File: config.mk
export PLATFORM = sky130hd
export DESIGN_NAME = voice_allocator
export DESIGN_NICKNAME = d
export VERILOG_FILES = /design/src/rtl/voice_allocator.sv
export SDC_FILE = /design/constraint.sdc
export NUM_CORES = 1
export LEC_CHECK = 0
export CORE_AREA = 2 2 101 83
export DETAILED_ROUTE_END_ITERATION = 7
export DIE_AREA = 0 0 103 85
export PLACE_DENSITY = 0.69
export RECOVER_POWER = 25
export SYNTH_ARGS = -nofsm -noshare
export SYNTH_HDL_FRONTEND = slang
export SYNTH_SLANG_ARGS = --single-unit
File: constraint.sdc
create_clock -name clk -period 2.6 [get_ports clk]
set_input_delay 0.26 -clock clk [delete_from_list [all_inputs] [get_ports clk]]
set_output_delay 0.26 -clock clk [all_outputs]
set_load 0.02 [all_outputs]
File: src/rtl/voice_allocator.sv
// Polyphonic voice allocator: scans keys, assigns voices, LRU-ranks them.
// Define VOICE_STEAL_EN to steal the oldest voice when all are busy.
module voice_allocator #(
  parameter int NUM_VOICES = 4,
  parameter int NUM_KEYS   = 16,
  parameter int NOTE_W     = $clog2(NUM_KEYS)
) (
  input  logic                         clk,
  input  logic                         rst,
  input  logic                         ena,
  input  logic [NUM_KEYS-1:0]          keys,
  input  logic [1:0]                   waveform_in,
  output logic [NUM_VOICES-1:0]        voice_active,
  output logic [NUM_VOICES*NOTE_W-1:0] voice_note,
  output logic [NUM_VOICES*2-1:0]      voice_wave,
  output logic [NUM_VOICES-1:0]        voice_trig,
  output logic                         overflow
);

  localparam int AGE_W = $clog2(NUM_VOICES);
  localparam logic [AGE_W-1:0] AGE_ONE = AGE_W'(1);

  logic [NOTE_W-1:0]     ptr;
  logic [NUM_KEYS-1:0]   prev;
  logic [NUM_VOICES-1:0] active;
  logic [NOTE_W-1:0]     note [NUM_VOICES];
  logic [1:0]            wave [NUM_VOICES];
  logic [AGE_W-1:0]      age  [NUM_VOICES];

  logic                  cur;
  logic                  press;
  logic                  release_ev;
  logic                  have_free;
  logic                  have_hit;
  logic [NUM_VOICES-1:0] free_oh;
  logic [NUM_VOICES-1:0] hit_oh;
  logic [AGE_W-1:0]      hit_age;

  always_comb begin
    cur        = keys[ptr];
    press      = cur & ~prev[ptr];
    release_ev = ~cur & prev[ptr];
    free_oh    = '0;
    hit_oh     = '0;
    hit_age    = '0;
    have_free  = 1'b0;
    have_hit   = 1'b0;
    for (int v = 0; v < NUM_VOICES; v++) begin
      if (!active[v] && !have_free) begin
        free_oh[v] = 1'b1;
        have_free  = 1'b1;
      end
      if (active[v] && note[v] == ptr && !have_hit) begin
        hit_oh[v] = 1'b1;
        hit_age   = age[v];
        have_hit  = 1'b1;
      end
    end
  end

`ifdef VOICE_STEAL_EN
  localparam logic [AGE_W-1:0] AGE_MAX = AGE_W'(NUM_VOICES - 1);

  // Ages form a permutation when all voices are busy, so exactly one matches.
  logic [NUM_VOICES-1:0] old_oh;

  always_comb begin
    old_oh = '0;
    for (int v = 0; v < NUM_VOICES; v++) begin
      old_oh[v] = active[v] && (age[v] == AGE_MAX);
    end
  end
`endif

  always_ff @(posedge clk) begin
    if (rst) begin
      ptr        <= '0;
      prev       <= '0;
      active     <= '0;
      voice_trig <= '0;
      overflow   <= 1'b0;
      for (int v = 0; v < NUM_VOICES; v++) begin
        note[v] <= '0;
        wave[v] <= '0;
        age[v]  <= '0;
      end
    end else begin
      voice_trig <= '0;
      overflow   <= 1'b0;
      if (ena) begin
        ptr       <= ptr + NOTE_W'(1);
        prev[ptr] <= cur;
        unique case (1'b1)
          press && have_free: begin
            for (int v = 0; v < NUM_VOICES; v++) begin
              if (free_oh[v]) begin
                active[v]     <= 1'b1;
                note[v]       <= ptr;
                wave[v]       <= waveform_in;
                age[v]        <= '0;
                voice_trig[v] <= 1'b1;
              end else if (active[v]) begin
                age[v] <= age[v] + AGE_ONE;
              end
            end
          end
          press && !have_free: begin
            overflow <= 1'b1;
`ifdef VOICE_STEAL_EN
            for (int v = 0; v < NUM_VOICES; v++) begin
              if (old_oh[v]) begin
                note[v]       <= ptr;
                wave[v]       <= waveform_in;
                age[v]        <= '0;
                voice_trig[v] <= 1'b1;
              end else begin
                age[v] <= age[v] + AGE_ONE;
              end
            end
`endif
          end
          release_ev && have_hit: begin
            for (int v = 0; v < NUM_VOICES; v++) begin
              if (hit_oh[v]) begin
                active[v] <= 1'b0;
              end else if (active[v] && age[v] > hit_age) begin
                age[v] <= age[v] - AGE_ONE;
              end
            end
          end
          default: ;
        endcase
      end
    end
  end

  always_comb begin
    voice_active = active;
    voice_note   = '0;
    voice_wave   = '0;
    for (int v = 0; v < NUM_VOICES; v++) begin
      voice_note[v*NOTE_W +: NOTE_W] = note[v];
      voice_wave[v*2 +: 2]           = wave[v];
    end
  end

endmodule
# Yosys cells after proc, flatten, opt, wreduce, memory -nomap -nowiden
# Memory sizes are Yosys's and may differ from the RTL's.
# Cells that the tools add are included.
[totals]
regBits = 29
latchBits = 0
ram_bits = 24
rom_bits = 0
in_bits = 21
output_inout_bits = 33
wordCells = 127
mem_count = 2
[op_classes]
addsub = 1
n_mul = 0
n_div = 0
order_cmp = 2
eq_ne = 11
n_shift = 0
muxes = 59
bitwise_logic = 14
reduce_logical = 30
[memory_table]
columns = ["name", "words", "width", "read_ports", "rd_ports_with_merged_regs", "wr", "line_no", "source"]
rows = [
  ["note", 4, 4, 4, 0, 4, "26", "logic [NOTE_W-1:0] note [NUM_VOICES];"],
  ["wave", 4, 2, 4, 0, 4, "27", "logic [1:0] wave [NUM_VOICES];"],
]
[op_table]
columns = ["operator", "n"]
rows = [
  ["1-bit two-way mux", 46],
  ["16-bit bitwise mux", 1],
  ["4-bit == test", 4],
  ["4-bit two-way mux", 4],
  ["1-bit logical AND", 14],
  ["2-bit inequality test (second input constant)", 7],
  ["4-bit AND reduction", 3],
  ["1-bit logical NOT", 9],
  ["1-bit binary-select mux with 4-bit select", 2],
  ["2-bit two-way mux", 4],
  ["1-bit OR", 8],
  ["4-bit case mux with 2 select lines", 1],
  ["4-bit by 5-bit less-than comparator with 1-bit output (second input constant)", 1],
  ["4-bit by 1-bit adder with 4-bit output (second input constant)", 1],
  ["1-bit demux with 4-bit select", 1],
  ["4-bit by 1-bit >= comparator with 1-bit output (second input constant)", 1],
  ["1-bit NOT", 4],
  ["3-bit AND reduction", 1],
  ["3-bit OR reduction", 1],
  ["1-bit bitwise AND", 2],
  ["2-bit nonzero test", 1],
  ["2-bit OR reduction", 1],
]

# Logic depth before layout (Yosys ltp)
[logic_depth]
word_depth = 15
depth_mapped = 8
ltp_nobuf = 6

# Least setup slack after synthesis
# No wires, ideal clock.
[synth_path]
kind = "register to register"
start = "register ptr[1]"
end = "memory note[3][0] (netlist name) (enable)"
setup_time_ps = 380
arrival_time_ps = 2217
required_time_ps = 2220
slack_ps = 4
stages_incl_launch_ff = 8
n_path_buf = 2
period_less_slack_ps = 2596
cell_sequence = "dfxtp_1 -> buf_2 -> mux4_2 -> mux2i_1 -> mux2i_4 -> nand3_2 -> buf_2 -> o31ai_1"
[synth_lines]
columns = ["item", "line_no", "source"]
rows = [
  ["start: declaration", "23", "logic [NOTE_W-1:0] ptr;"],
  ["start signal: assignment", "91", "ptr <= ptr + NOTE_W'(1);"],
  ["end: declaration", "26", ""],
]

==> flow_summary.json <==
{
  "status": "complete, no violations",
  "die_width_um": 103,
  "root_buffer": "clkbuf_8",
  "critPathRequiredTime_ns": 2.56,
  "synth_fp_nets": 273,
  "grt_pass1_wl_um": 9720,
  "synth.avg_cell_area_um2": 10.7,
  "yosys.cell_count.top_type": "dfxtp_1",
  "synthCells": 248,
  "yosys_most_used_dff": "dfxtp_1",
  "crit_top_cell": "buf_4",
  "track_usage_pct": 14.1,
  "cts_buffers": 5,
  "slew_headroom_pct": 42.5,
  "dieArea_um2": 8760,
  "p_leak_nw": 1.26,
  "path_delay_family": "multiplexers",
  "vias": 2002,
  "fmax_ghz": 0.412,
  "critPathSlowestCell": "o21ai_1",
  "synth_cell_type_count": 37,
  "finalCriticalPeriod_ns": 2.43,
  "start_kind": "flop",
  "async_reset_ff_share_pct": 0,
  "setup_viol_count_final": 0,
  "drc": 0,
  "finalHoldViolations": 0,
  "grt_max_degree": 20,
  "hold_path_class": "flop to flop",
  "area_delta_synth_final_pct": 31.9,
  "grt_pass1_vias": 1986,
  "crit_chain": "buf_4, mux2i_1, mux4_2, mux2_2, nand3_2, buf_4, o21ai_1",
  "synthTopCellsByArea": "edfxtp_1 27%, dfxtp_1 22%, mux2i_1 5.7%, xor2_1 5.3%, mux4_2 5.1%",
  "irDropWorstVdd_mv": 0.226,
  "ys_top_cells_by_count": "29 x dfxtp_1, 24 x edfxtp_1, 22 x nand2_1, 22 x nor2_1, 20 x and2_1",
  "drt_iter0_markers": 106,
  "yosysWarnings": 0,
  "grt-ovfl-total": 0,
  "maxCapViolCount": 0,
  "synth_edf_count": 24,
  "crit_cells": 7,
  "clkSlewWorstSetupHoldPaths_ns": 0.10,
  "synth-seq-area-share_pct": 49.1,
  "post_cts_buffers": 0,
  "cts_tree": "yes",
  "cts_sinks": 53,
  "fin_skew_ns": 0.00627,
  "end_kind": "flop",
  "postRouteAntennaNets": 0,
  "synth_top_area_share_pct": 27.2,
  "diodes": 0,
  "wl_per_cell_um": 14.0,
  "rsz0062_at_grt": "false",
  "ys_ff_latch": 53,
  "path_max_fanout": 10,
  "hpwlAfterDp_um": 4410,
  "cp.arrival_ns": 2.38,
  "syn_area_um2": 2650,
  "synth_largest_area_cell": "edfxtp_1",
  "place_area_um2": 3370,
  "io_pins": 54,
  "max_stage_delay_ns": 0.42,
  "fill_cells": 751,
  "dp_cells": 409,
  "drt_wl_total_um": 5830,
  "layout.nets": 333,
  "row_count": 29,
  "antenna_found_initial": 0,
  "place_congestion": 0.743,
  "core_um2": 7760,
  "cp_num_buf_inv": 2,
  "slew_viol_final": 0,
  "worstSkewPairLatency_ns": 0.30,
  "fin_cells": 417,
  "cts_max_level": 2,
  "worst_slew_pin_slew_ns": 0.862,
  "r2r_cells": 7,
  "via_per_inst": 4.80,
  "worstHoldPathCells": 2,
  "stdcell_area_um2": 3490,
  "initial_core_util_pct": 34.1,
  "p_per_area_nw_per_um2": 517,
  "portBuffers": 53,
  "die_h_um": 85,
  "crit_type": "flop to flop",
  "drive_above_1_share_pct": 12.6,
  "firstDrtPassIters": 4,
  "fin_crit_sh_pct": 93.4,
  "clk_path_buf_depth": 2
}
layer usage:
metal / global-route usage, % / part of all wire, % / up-vias
met5: 0 / 0 / -
met4: 4.31 / 1.5 / 0
met3: 2.55 / 6.2 / 7
met2: 20.5 / 43 / 65
met1: 21.1 / 49 / 934
li1: - / - / 996
cell families (layout without fill, tap and decap cells):
kind of cell	count (synthesis)	count (layout)	share of synthesized area (%)
AO/OA/AOI/OAI	38	38	8.50
XOR/XNOR	19	19	6.28
adder cells (fa/ha/maj)	4	4	1.89
buffers and inverters	21	82	3.45
flip-flops	53	53	49.1
multiplexers	23	23	12.0
AND/OR/NAND/NOR	90	90	18.7
state kept, by name, indices dropped and copies added (netlist names):
name	flops
ptr	4
wave	8
voice_trig	4
prev	16
voice_active	4
note	16
overflow	1
area by class of cell:
| cell class | instances | area, um2 | area share [%] |
|---|---|---|---|
| Timing Repair Buffer | 69 | 656 | 18.8 |
| Clock buffer | 6 | 72.6 | 2.08 |
| Clock inverter | 2 | 38.8 | 1.11 |
| Sequential cell | 53 | 1300 | 37.3 |
| Multi-Input combinational cell | 174 | 1270 | 36.4 |
| Tap cell | 108 | 135 | 3.87 |
| Inverter | 5 | 18.8 | 0.537 |
worst paths after layout:
| check | from | end | slack (ns) |
|---|---|---|---|
| max reg2reg | ptr[1] | note[0][3] | 0.17 |
| max | ptr[1] | note[0][3] | 0.17 |
| min reg2reg | prev[4] | prev[4] | 0.48 |
| min | prev[4] | prev[4] | 0.48 |
cells in the final DEF, fill, tap and decap left out, types with 2 or more instances in the layout:
cell type	synthesis	final
clkdlybuf4s50_1	0	29
dfxtp_1	29	28
dlygate4sd3_1	0	24
edfxtp_1	24	24
nand2_1	22	22
nor2_1	22	22
and2_1	20	20
xor2_1	16	16
mux2i_1	15	15
a21oi_1	13	13
buf_4	0	13
o21ai_0	12	12
nor3_1	8	8
nor4_1	7	7
mux4_2	6	6
inv_1	5	5
clkbuf_8	0	5
ha_1	4	4
xnor2_1	3	3
clkbuf_1	10	3
o21ai_1	3	2
o31ai_2	0	2
nor4_4	2	2
nand2b_1	2	2
a211oi_1	2	2
o21ba_1	2	2
tightest hold or removal path, stage by stage, from the launching register on:
cell and delay [ns]:
dfxtp_1 0.32, o21ai_0 0.06, a21oi_1 0.06
metrics by stage:
step | power (mW) | hold slack [ns] | setup TNS, ns | worst slack (ns) | util (%)
6_report | 1.81 | 0.481 | 0 | 0.172 | 45.0
3_3_place_gp | 1.27 | 0.460 | 0 | 0.0245 | 43.5
5_1_grt | 1.89 | 0.507 | 0 | 0.0556 | 45.0
4_1_cts | 1.82 | 0.482 | 0 | 0.0529 | 44.9
2_1_floorplan | 1.13 | 0.453 | 0 | 0.00359 | -
3_5_place_dp | 1.27 | 0.468 | -0.0151 | -0.0151 | 43.5
power by group:
part	internal, mW	switching (mW)
clock	0.289	0.272
combinational	0.149	0.167
sequential	0.901	0.0276
total	1.34	0.467
repair_timing:
action	4_1_cts	5_1_grt
hold buffers	0	0
setup endpoints to repair	0	13
resized for setup	0	4
(Power assumes the default switching activity.)
